<file path="src/rtl/column_drop_ctrl.sv">
// rtl/column_drop_ctrl.sv - column occupancy, turn tracking and drop legality for the row finder
// Optional move counter: define DROP_MOVE_COUNT_EN to add the move_count output.
module column_drop_ctrl #(
  parameter int NUM_COLS = 7,
  parameter int NUM_ROWS = 6
) (
  input  logic                clock,
  input  logic                resetn,
  input  logic                clear,
  input  logic                drop_req,
  input  logic [2:0]          drop_col,
  output logic                busy,
  output logic                drop_valid,
  output logic                drop_reject,
  output logic [NUM_ROWS-1:0] onoff_val,
  output logic [2:0]          col_out,
  output logic                player,
  output logic                next_player,
  output logic                board_full
`ifdef DROP_MOVE_COUNT_EN
  ,
  output logic [5:0]          move_count
`endif
);

  typedef enum logic [2:0] {
    S_IDLE,
    S_CHECK,
    S_WRITE,
    S_ANNOUNCE,
    S_REJECT
  } state_t;

  localparam logic [3:0] NUM_COLS_W = 4'(NUM_COLS);

  state_t              state_q;
  logic                drop_req_q;
  logic [2:0]          col_l_q;
  logic [NUM_ROWS-1:0] occ_q [NUM_COLS];
  logic [NUM_ROWS-1:0] onoff_q;
  logic [2:0]          col_out_q;
  logic                player_q;
  logic                next_player_q;
  logic                drop_valid_q;
  logic                drop_reject_q;

  logic                drop_edge;
  logic                col_oob;
  logic                all_full;
  logic [NUM_ROWS-1:0] occ_sel;
  logic [NUM_ROWS-1:0] occ_new;

`ifdef DROP_MOVE_COUNT_EN
  localparam logic [5:0] MAX_MOVES = 6'(NUM_COLS * NUM_ROWS);
  logic [5:0] move_count_q;
  assign move_count = move_count_q;
`endif

  assign drop_edge = drop_req & ~drop_req_q;
  assign col_oob   = {1'b0, col_l_q} >= NUM_COLS_W;
  assign occ_new   = {occ_sel[NUM_ROWS-2:0], 1'b1};

  // Select the latched column without indexing past the array, and AND the top bits for board_full
  always_comb begin
    occ_sel  = '0;
    all_full = 1'b1;
    for (int c = 0; c < NUM_COLS; c++) begin
      if (col_l_q == 3'(c)) occ_sel = occ_q[c];
      all_full = all_full & occ_q[c][NUM_ROWS-1];
    end
  end

  assign busy        = (state_q != S_IDLE);
  assign drop_valid  = drop_valid_q;
  assign drop_reject = drop_reject_q;
  assign onoff_val   = onoff_q;
  assign col_out     = col_out_q;
  assign player      = player_q;
  assign next_player = next_player_q;
  assign board_full  = all_full;

  // Drop FSM with occupancy storage and registered outputs; announce outputs load on entry to
  // ANNOUNCE so they are already valid during the drop_valid cycle
  always_ff @(posedge clock or negedge resetn) begin
    if (!resetn) begin
      state_q       <= S_IDLE;
      drop_req_q    <= 1'b0;
      col_l_q       <= '0;
      onoff_q       <= '0;
      col_out_q     <= '0;
      player_q      <= 1'b0;
      next_player_q <= 1'b0;
      drop_valid_q  <= 1'b0;
      drop_reject_q <= 1'b0;
      for (int c = 0; c < NUM_COLS; c++) occ_q[c] <= '0;
`ifdef DROP_MOVE_COUNT_EN
      move_count_q  <= '0;
`endif
    end else begin
      drop_req_q    <= drop_req;
      drop_valid_q  <= 1'b0;
      drop_reject_q <= 1'b0;
      if (clear) begin
        state_q       <= S_IDLE;
        col_l_q       <= '0;
        onoff_q       <= '0;
        col_out_q     <= '0;
        player_q      <= 1'b0;
        next_player_q <= 1'b0;
        for (int c = 0; c < NUM_COLS; c++) occ_q[c] <= '0;
`ifdef DROP_MOVE_COUNT_EN
        move_count_q  <= '0;
`endif
      end else begin
        case (state_q)
          S_IDLE: begin
            if (drop_edge) begin
              col_l_q <= drop_col;
              state_q <= S_CHECK;
            end
          end
          S_CHECK: begin
            if (col_oob || occ_sel[NUM_ROWS-1] || all_full) begin
              drop_reject_q <= 1'b1;
              state_q       <= S_REJECT;
            end else begin
              state_q <= S_WRITE;
            end
          end
          S_WRITE: begin
            for (int c = 0; c < NUM_COLS; c++) begin
              if (col_l_q == 3'(c)) occ_q[c] <= occ_new;
            end
            onoff_q      <= occ_new;
            col_out_q    <= col_l_q;
            player_q     <= next_player_q;
            drop_valid_q <= 1'b1;
            state_q      <= S_ANNOUNCE;
          end
          S_ANNOUNCE: begin
            next_player_q <= ~next_player_q;
`ifdef DROP_MOVE_COUNT_EN
            if (move_count_q != MAX_MOVES) move_count_q <= move_count_q + 6'd1;
`endif
            state_q <= S_IDLE;
          end
          S_REJECT: begin
            state_q <= S_IDLE;
          end
          default: begin
            state_q <= S_IDLE;
          end
        endcase
      end
    end
  end

endmodule

</file>
<file path="config.mk">
export PLATFORM = sky130hd
export DESIGN_NAME = column_drop_ctrl
export DESIGN_NICKNAME = d
export VERILOG_FILES = /design/src/rtl/column_drop_ctrl.sv
export SDC_FILE = /design/constraint.sdc
export NUM_CORES = 1
export LEC_CHECK = 0
export CAP_MARGIN = 40
export CORE_MARGIN = 3
export CORE_UTILIZATION = 61
export CTS_BUF_LIST = sky130_fd_sc_hd__clkbuf_4 sky130_fd_sc_hd__clkbuf_8
export DETAILED_ROUTE_END_ITERATION = 6
export PLACE_DENSITY = 0.83
export RECOVER_POWER = 100
export SYNTH_ARGS = -nofsm -noshare
export SYNTH_HDL_FRONTEND = slang
export SYNTH_SLANG_ARGS = --single-unit
</file>
<file path="constraint.sdc">
create_clock -name clock -period 4.1 [get_ports clock]
set_input_delay 1.23 -clock clock [delete_from_list [all_inputs] [get_ports clock]]
set_output_delay 1.23 -clock clock [all_outputs]
set_load 0.03 [all_outputs]
</file>
==> flow_summary_export.csv <==
group,metric,value,unit
clock_tree,cts-root-buf,"clkbuf_8",
sta,clock.fmax,0.320,GHz
global_route,grt_pass1_vias,2048,
drt,routed_via_density,6.18,
drt,drtIter0Drc,168,
drt,wl,6220,um
worst_hold_path,min_path_type,"flip-flop to flip-flop",
critical_path,cpPeakStageDelay,690,ps
sta,setup_ws,973,ps
logic_synthesis,synth_nets,288,
clock_tree,cts.sinks,62,
place,globalplace.congestion,0.823,
global_route,grt_usage,0.253,
clock_tree,cts_max_level,3,
floorplan,die_x,74.5,um
place,dp_slack,1280,ps
sta,rsz0062_at_grt,"no",
final_layout,drive_above_1_share,0.0695,
final_layout,n_antenna_cell,0,
final_layout,utilization,0.725,
sta,min_period,3130,ps
sta,setup_tns,0,ps
final_layout,register_area,1550,um2
place,io_buffers,21,
critical_path,critPathLaunchType,"flip-flop",
critical_path,crit_buf_inv,1,
final_layout,num-fill-cells,320,
drt,drt_first_pass_iters,4,
logic_synthesis,ys_types,34,
sta,slew_headroom,-0.0802,
final_layout,fin_nets,304,
logic_synthesis,ys_warn_count,0,
logic_synthesis,synth.cell_area,2860,um2
logic_synthesis,synth_ff_type,"dfrtp_1",
drt,ant_nets,0,
global_route,grt_pass1_wl,10300,um
global_route,antenna_found_initial,0,
power,power.density,413,nW/um2
sta,finalCritPeriodShare,0.763,
sta,fin_skew,7.45,ps
logic_synthesis,ys_ff_latch,62,
place,dp_hpwl,4130,um
final_layout,final_cells,354,
critical_path,end_kind,"primary output",
critical_path,worstPathMaxFanout,7,
floorplan,die_h,74.5,um
final_layout,multiInputGateArea,1130,um2
sta,setup_viol,0,
sta,finalMaxSlewViolations,31,
clock_tree,cts.path.max_buffers,2,
power,leakage,1.37,nW
clock_tree,cts_tree,"yes",
logic_synthesis,avgSynthCellArea,10.2,um2
critical_path,path_delay_family,"buffers and inverters",
drt,drc,0,
floorplan,die-area,5550,um2
outcome,status,"complete, but fails checks",
logic_synthesis,synth-async-reset-ratio,1.00,
job,drv_cap,1,
logic_synthesis,synthCells,281,
critical_path,crit_arrival,1900,ps
global_route,grt-ovfl-total,0,
drt,wl_per_cell,17.6,um
drt,via_count,2188,
final_layout,area_growth,12.6,%
outcome,violations,"capacitance limit, slew limit",
sta,final-hold-violation-count,0,
clock_tree,clk_pin_slew,70,ps
clock_tree,postCtsSetupRepairBufs,0,
clock_tree,ctsHoldBuffers,0,
power,ir_drop,0.356,mV
critical_path,path_class,"flip-flop to primary output",
sta,whs,484,ps
critical_path,crit_path_top_delay_cell,"dlygate4sd3_1",
clock_tree,cts_buffers,9,
critical_path,crit_chain,"or3_1 -> dlygate4sd3_1",
floorplan,start_util,0.644,
floorplan,core,4440,um2
logic_synthesis,yosysSeqAreaShare,0.542,
floorplan,num_rows,24,
sta,worstMarginPinSlew,1620,ps
place,dp.cells,338,
critical_path,required,2870,ps
clock_tree,postCtsResizedCells,0,
clock_tree,clk_latency,340,ps
logic_synthesis,synth_edf_count,0,
global_route,grt_max_degree,53,
floorplan,io_pins,22,
-- cells in the final DEF, fill, tap and decap left out, drive strengths merged, types with 2 or more instances in the layout --
cell and n:
and3 4, o21ai 21, inv 5, a21oi 11, dlygate4sd3 16, nand2b 8
nor3b 2, nand3 10, nor2b 3, dfrtp 62, nand2 11, o22ai 4
nor2 58, a211oi 24, clkinv 2, buf 2, nor3 2, clkbuf 17
mux2i 19, clkdlybuf4s50 3, or3 2, o32ai 2, a22o 4
-- worst paths after layout --
| kind | from | end | slack (ps) | cells after the start |
|---|---|---|---|---|
| worst max-delay path | state_q[0]$_DFFE_PN0P_ | busy | 970 | 2 |
| worst min-delay path | onoff_val[2]$_DFFE_PN0P_ | onoff_val[2]$_DFFE_PN0P_ | 480 | 2 |
| worst max register to register | col_l_q[0]$_DFFE_PN0P_ | occ_q[10]$_DFFE_PN0P_ | 1630 | 4 |
| worst min register to register | onoff_val[2]$_DFFE_PN0P_ | onoff_val[2]$_DFFE_PN0P_ | 480 | 2 |
| max in group asynchronous | resetn | onoff_val[2]$_DFFE_PN0P_ | 1260 | 3 |
| min in group asynchronous | resetn | drop_req_q$_DFF_PN0_ | 1290 | 1 |
-- per-stage QoR --
step	cell area [um2]	power, mW
finish	3220	1.33
global route	3220	1.37
CTS	3270	1.34
detailed placement	3050	0.770
global placement	3030	0.764
floorplan	2860	0.724
-- metal layers --
metal / share of wire / vias to the layer above / wire length, um / GRT usage
met5: 0 / - / 0 / 0
met4: 0.021 / 0 / 129 / 0.130
met3: 0.060 / 11 / 373 / 0.0514
met2: 0.49 / 64 / 3030 / 0.378
met1: 0.43 / 1082 / 2680 / 0.351
li1: - / 1031 / - / -
-- power by group --
group / switching (mW) / total, mW / internal (mW) / leakage (nW)
clock network: 0.232 / 0.577 / 0.345 / 0.115
registers: 0.0165 / 0.640 / 0.624 / 0.860
logic: 0.0741 / 0.112 / 0.0383 / 0.399
-- logic make-up (layout without fill, tap and decap cells) --
kind of cell / count (synthesis) / count (layout) / synth area share
and+or+nand+nor: 106 / 106 / 0.186
AOI/OAI and AO/OA: 69 / 69 / 0.157
DFF: 62 / 62 / 0.542
buffers and inverters: 25 / 46 / 0.0485
muxes: 19 / 19 / 0.0665
-- state kept, by name, summed over array words and instances (netlist names) --
| register | flops |
|---|---|
| col_l_q | 3 |
| col_out | 3 |
| drop_reject | 1 |
| drop_req_q | 1 |
| drop_valid | 1 |
| next_player | 1 |
| occ_q | 42 |
| onoff_val | 6 |
| player | 1 |
| state_q | 3 |
-- cells in the mapped netlist, types with 2 or more instances --
master / n / area share
nor3_4: 2 / 0.011
nand2b_1: 8 / 0.017
o32ai_1: 2 / 0.0061
mux2i_1: 19 / 0.066
nand2_1: 11 / 0.014
a22o_1: 4 / 0.012
o22ai_1: 4 / 0.0087
buf_4: 3 / 0.0079
a211oi_1: 24 / 0.063
o21ai_0: 21 / 0.037
nor2b_1: 3 / 0.0066
a21oi_1: 10 / 0.017
or3_1: 2 / 0.0044
buf_2: 9 / 0.016
nand3_1: 10 / 0.017
clkbuf_1: 5 / 0.0066
and3_1: 4 / 0.0087
inv_1: 5 / 0.0066
dfrtp_1: 62 / 0.54
nor2_1: 57 / 0.075
buf_6: 3 / 0.012
-- worst min-delay path, cell delays in order (launching register included) --
cell     delay, ps
dfrtp_1        340
nand2_1         50
o21ai_0         60
-- layout make-up --
type	instances	area share
timing repair buffer	25	0.0722
inverter	5	0.00583
clock inverter	3	0.0124
multi-input combinational	194	0.352
sequential	62	0.482
clock buffer	13	0.0555
tap	52	0.0202
No activity file was read; power rests on OpenSTA's default activity.
